File: src/rtl/stage_sink_sync.sv
// -----------------------------------------------------------------------------
// stage_sink_sync
// Clocked tail stage of the self-timed pipeline. Brings the 4-phase
// bundled-data request into the clk domain, captures one token per request
// phase into a small show-ahead FIFO, acknowledges upstream, and presents the
// buffered tokens as a valid/ready stream. While the FIFO is full the
// acknowledge is withheld, which stalls the asynchronous pipeline behind us.
//
// Ports:
//   clk       - system clock, all state changes on the rising edge
//   rst       - synchronous active-high reset
//   req_in    - 4-phase request from upstream (asynchronous to clk)
//   data_in   - bundled data, stable while req_in is high
//   ack_out   - 4-phase acknowledge to upstream (registered)
//   out_valid - FIFO holds at least one token
//   out_data  - head-of-FIFO token, meaningful only while out_valid is high
//   out_ready - downstream takes the head token when out_valid & out_ready
//   count     - current FIFO occupancy, 0..DEPTH
// -----------------------------------------------------------------------------
module stage_sink_sync #(
  parameter int DW    = 3,
  parameter int DEPTH = 4,
  localparam int CW   = $clog2(DEPTH) + 1
) (
  input  logic          clk,
  input  logic          rst,
  input  logic          req_in,
  input  logic [DW-1:0] data_in,
  output logic          ack_out,
  output logic          out_valid,
  output logic [DW-1:0] out_data,
  input  logic          out_ready,
  output logic [CW-1:0] count
);

  localparam int AW = $clog2(DEPTH);
  localparam logic [CW-1:0] FULL_COUNT = CW'(DEPTH);

  typedef enum logic {
    IDLE,
    ACKED
  } state_t;

  state_t        r_state;
  logic          r_ack;
  logic          r_reqS1;
  logic          r_reqS;
  logic [AW-1:0] r_wrPtr;
  logic [AW-1:0] r_rdPtr;
  logic [CW-1:0] r_count;
  logic [DW-1:0] r_mem [DEPTH];

  logic w_full;
  logic w_push;
  logic w_pop;

  // The full test uses the occupancy from before this edge, so a pop while
  // full only frees the slot for the following edge's capture.
  assign w_full = (r_count == FULL_COUNT);
  assign w_push = (r_state == IDLE) && r_reqS && !w_full;
  assign w_pop  = (r_count != '0) && out_ready;

  // Two-flop synchroniser on the request. data_in is not synchronised: the
  // two-cycle delay through these flops is what lets the bundled data settle
  // before it is captured.
  always_ff @(posedge clk) begin
    if (rst) begin
      r_reqS1 <= 1'b0;
      r_reqS  <= 1'b0;
    end else begin
      r_reqS1 <= req_in;
      r_reqS  <= r_reqS1;
    end
  end

  // Handshake FSM. Capturing only on the IDLE->ACKED transition guarantees a
  // single write per request phase; a new token needs req seen low first.
  always_ff @(posedge clk) begin
    if (rst) begin
      r_state <= IDLE;
      r_ack   <= 1'b0;
    end else begin
      case (r_state)
        IDLE: begin
          if (w_push) begin
            r_state <= ACKED;
            r_ack   <= 1'b1;
          end
        end
        ACKED: begin
          if (!r_reqS) begin
            r_state <= IDLE;
            r_ack   <= 1'b0;
          end
        end
        default: begin
          r_state <= IDLE;
          r_ack   <= 1'b0;
        end
      endcase
    end
  end

  // Storage has no reset; the pointers and count define which entries are live.
  always_ff @(posedge clk) begin
    if (w_push) begin
      r_mem[r_wrPtr] <= data_in;
    end
  end

  // Pointers wrap naturally because DEPTH is a power of two. A simultaneous
  // push and pop leaves the occupancy unchanged.
  always_ff @(posedge clk) begin
    if (rst) begin
      r_wrPtr <= '0;
      r_rdPtr <= '0;
      r_count <= '0;
    end else begin
      if (w_push) begin
        r_wrPtr <= r_wrPtr + 1'b1;
      end
      if (w_pop) begin
        r_rdPtr <= r_rdPtr + 1'b1;
      end
      case ({w_push, w_pop})
        2'b10:   r_count <= r_count + 1'b1;
        2'b01:   r_count <= r_count - 1'b1;
        default: r_count <= r_count;
      endcase
    end
  end

  assign ack_out   = r_ack;
  assign out_valid = (r_count != '0);
  assign out_data  = r_mem[r_rdPtr];
  assign count     = r_count;

endmodule
File: config.mk
export PLATFORM = sky130hd
export DESIGN_NAME = stage_sink_sync
export DESIGN_NICKNAME = d
export VERILOG_FILES = /design/src/rtl/stage_sink_sync.sv
export SDC_FILE = /design/constraint.sdc
export NUM_CORES = 1
export LEC_CHECK = 0
export CAP_MARGIN = 20
export CORE_MARGIN = 1
export CORE_UTILIZATION = 30
export DETAILED_ROUTE_END_ITERATION = 8
export REMOVE_ABC_BUFFERS = 1
export SLEW_MARGIN = 40
export SYNTH_ARGS = -nofsm -noshare
export SYNTH_HDL_FRONTEND = slang
export SYNTH_SLANG_ARGS = --single-unit
File: constraint.sdc
create_clock -name clk -period 3.7 [get_ports clk]
set_clock_uncertainty 0.2 [all_clocks]
set_input_delay 1.11 -clock clk [delete_from_list [all_inputs] [get_ports clk]]
set_output_delay 1.11 -clock clk [all_outputs]
set_load 0.02 [all_outputs]
==> summary.md <==
| Metric | Value |
|---|---|
| Crit path DAT | `1.83 ns` |
| Number of gates resized after cts | `0` |
| Seq/Total Area, Yosys | `59.5%` |
| WS Path Type | `reg -> out` |
| Ys flop type | `dfxtp_1` |
| Top delay family on crit path | `buffers and inverters` |
| FF+latch count, synth | `25` |
| DRC viols | `0` |
| CP Capture Type | `primary output` |
| Total grt overflow | `0` |
| CP bufs+invs | `1` |
| Crit path time final | `3.14 ns` |
| Layout Cells excl Fill | `140` |
| Worst-path clk slew | `0.13 ns` |
| Syn_area_per_cell | `13.4 µm²` |
| Leakage power | `0.428 nW` |
| Area grow syn2layout | `20.4%` |
| Worst-path maximum fanout | `3` |
| Initial cell density of the core | `31.2%` |
| Row count | `21` |
| CTS tree | `built` |
| FMAX | `318 MHz` |
| Port Buffers | `14` |
| Warnings, synthesis | `0` |
| H-tree Lvls | `1` |
| First-pass GRT wire length | `2580 µm` |
| Ys async rst share | `0%` |
| Peak VDD IR | `0.000274 V` |
| Most common cell after layout, fill and taps aside | `clkdlybuf4s50_1` |
| Library cells used by synthesis | `24` |
| Post-synth EDFFs | `12` |
| IO Count | `15` |
| RePlAce Congestion | `0.623` |
| Design Area, Final | `1250 µm²` |
| Critical path startpoint category | `flip-flop` |
| Post-layout total power | `0.000648 W` |
| Most frequent cells in the layout | `clkdlybuf4s50_1, dfxtp_1, edfxtp_1` |
| Final period utilization | `85.0%` |
| Final WL | `1580 µm` |
| Mapped Area | `1040 µm²` |
| Worst Hold Class | `reg -> reg` |
| Hold Fails Final Rpt | `0` |
| Mapped Cells | `78` |
| Hold Buf Count CTS | `0` |
| Max-Slew Margin vs Limit | `69.1%` |
| RSZ-0062 raised after global routing | `no` |
| Share of cells above drive strength 1 | `16.0%` |
| First-pass iteration count of the detailed router | `2` |
| Stages on the worst setup path | `2` |
| Max Buffers Root-to-Sink | `2` |
| Max incr delay on CP | `0.55 ns` |
| Nets | `108` |
| Placed cells | `136` |
| R2R depth | `9` |
| DR vias | `597` |
| Req. time, crit path | `2.39 ns` |
| Vert. Die Dim | `60.9 µm` |
| Ant diodes | `0` |
| Largest net degree at the start of global routing | `16` |
| Postcts setup bufs | `0` |
| Final ANT Viol Nets | `0` |
| Via density | `4.26` |
| Die ar. | `3710 µm²` |
| Avg WL per Cell | `11.3 µm` |
| Die width | `60.9 µm` |
| Total Negative Setup Slacks | `0 ns` |
| Tot GR Track Use | `9.83%` |
| CP Cell Sequence | `mux4_2 > clkdlybuf4s50_1` |
| Hold Crit Depth | `1` |
| Slowest-stage cell, CP | `clkdlybuf4s50_1` |
| Worst-margin pin slew | `0.458 ns` |
| Num CTS Buffers | `3` |
| DP Wirelength | `1180 µm` |
| WHS | `0.259 ns` |
| Power per cell area | `516 nW/µm²` |
| CTS sink cnt | `25` |
| Initial antenna violation count | `0` |
| Vias in the first global route | `579` |
| DP Area | `1220 µm²` |
| DRT iter0 DRCs | `15` |
| Slew Viols, Final | `0` |
| CTS root buffer | `clkbuf_4` |
| Final setup fails | `0` |
| Worst skew pair latency | `0.32 ns` |
| Core Box Area | `3340 µm²` |
| Status | `finished clean` |
| Max-cap violation count | `0` |
routing by layer:
layer | track usage (%) | wire length [µm] | up-vias | part of all wire (%)
li1 | - | - | 300 | -
met1 | 11.0 | 771 | 281 | 49
met2 | 17.1 | 740 | 14 | 47
met3 | 4.05 | 55 | 2 | 3.5
met4 | 2.92 | 9 | 0 | 0.57
met5 | 0 | 0 | - | 0
worst register-to-register path, delay by kind of cell, from the launching register on:
kind            cells  cell delay (ns)
xor+xnor            1             0.16
compound gates      1             0.14
fa+ha+maj           2             0.56
flops               1             0.44
simple gates        3             1.07
buf+inv             2             0.19
cell usage after synthesis, types with 2 or more instances:
master | count | share of area [%]
inv_1 | 7 | 2.5
dfxtp_1 | 13 | 25
xor2_1 | 3 | 2.5
nand2b_1 | 2 | 1.2
a21oi_1 | 3 | 1.4
edfxtp_1 | 12 | 35
or3_2 | 2 | 1.4
nor2_1 | 9 | 3.2
and2_2 | 4 | 2.9
mux4_2 | 3 | 6.5
ha_1 | 5 | 6.0
o21ai_0 | 2 | 0.96
nor2b_1 | 2 | 1.2
power by group:
part | internal, W | leakage (nW) | switching (W)
combinational | 0.0000989 | 0.200 | 0.0000862
sequential | 0.000312 | 0.214 | 0.0000257
clock | 0.0000413 | 0.0139 | 0.0000837
total | 0.000452 | 0.428 | 0.000196
worst paths after layout:
kind,startpoint,slack [ns],to
max,flip-flop,0.56,out_data[2]
min,r_reqS1$_SDFF_PP0_,0.26,r_reqS$_SDFF_PP0_
max reg2reg,count[2]$_SDFFE_PP0P_,0.87,count[2]$_SDFFE_PP0P_
min reg2reg,r_reqS1$_SDFF_PP0_,0.26,r_reqS$_SDFF_PP0_
sequential cells by signal, summed over array words and instances, names as in the netlist, named ones only:
signal,cells
ack_out,1
count,3
r_mem,12
r_rdPtr,2
r_reqS,1
r_reqS1,1
r_state,1
r_wrPtr,2
kinds of logic (layout without fill, tap and decap cells):
| group | Yosys count | after routing | synth area share (%) |
|---|---|---|---|
| xor+xnor | 4 | 4 | 3.36 |
| mux | 5 | 5 | 8.88 |
| fa+ha+maj | 6 | 6 | 7.92 |
| simple gates | 22 | 22 | 12.1 |
| buf+inv | 9 | 25 | 3.96 |
| flops | 25 | 25 | 59.5 |
| compound gates | 7 | 7 | 4.20 |
final cells by class:
type / instances / area (µm²)
clock buffers: 3 / 22.5
inverters: 7 / 26.3
flip-flops and latches: 25 / 621
multi-input cells: 44 / 380
repair buffers: 14 / 140
fillers: 343 / 2080
clock inverters: 1 / 7.51
well taps: 46 / 57.6
metrics by stage:
step,setup WS [ns],utilization (%)
2_1_floorplan,0.935,-
3_3_place_gp,0.417,36.7
3_5_place_dp,0.350,36.7
4_1_cts,0.514,37.6
5_1_grt,0.444,37.6
6_report,0.556,37.6
No activity file was read; power rests on OpenSTA's default activity.
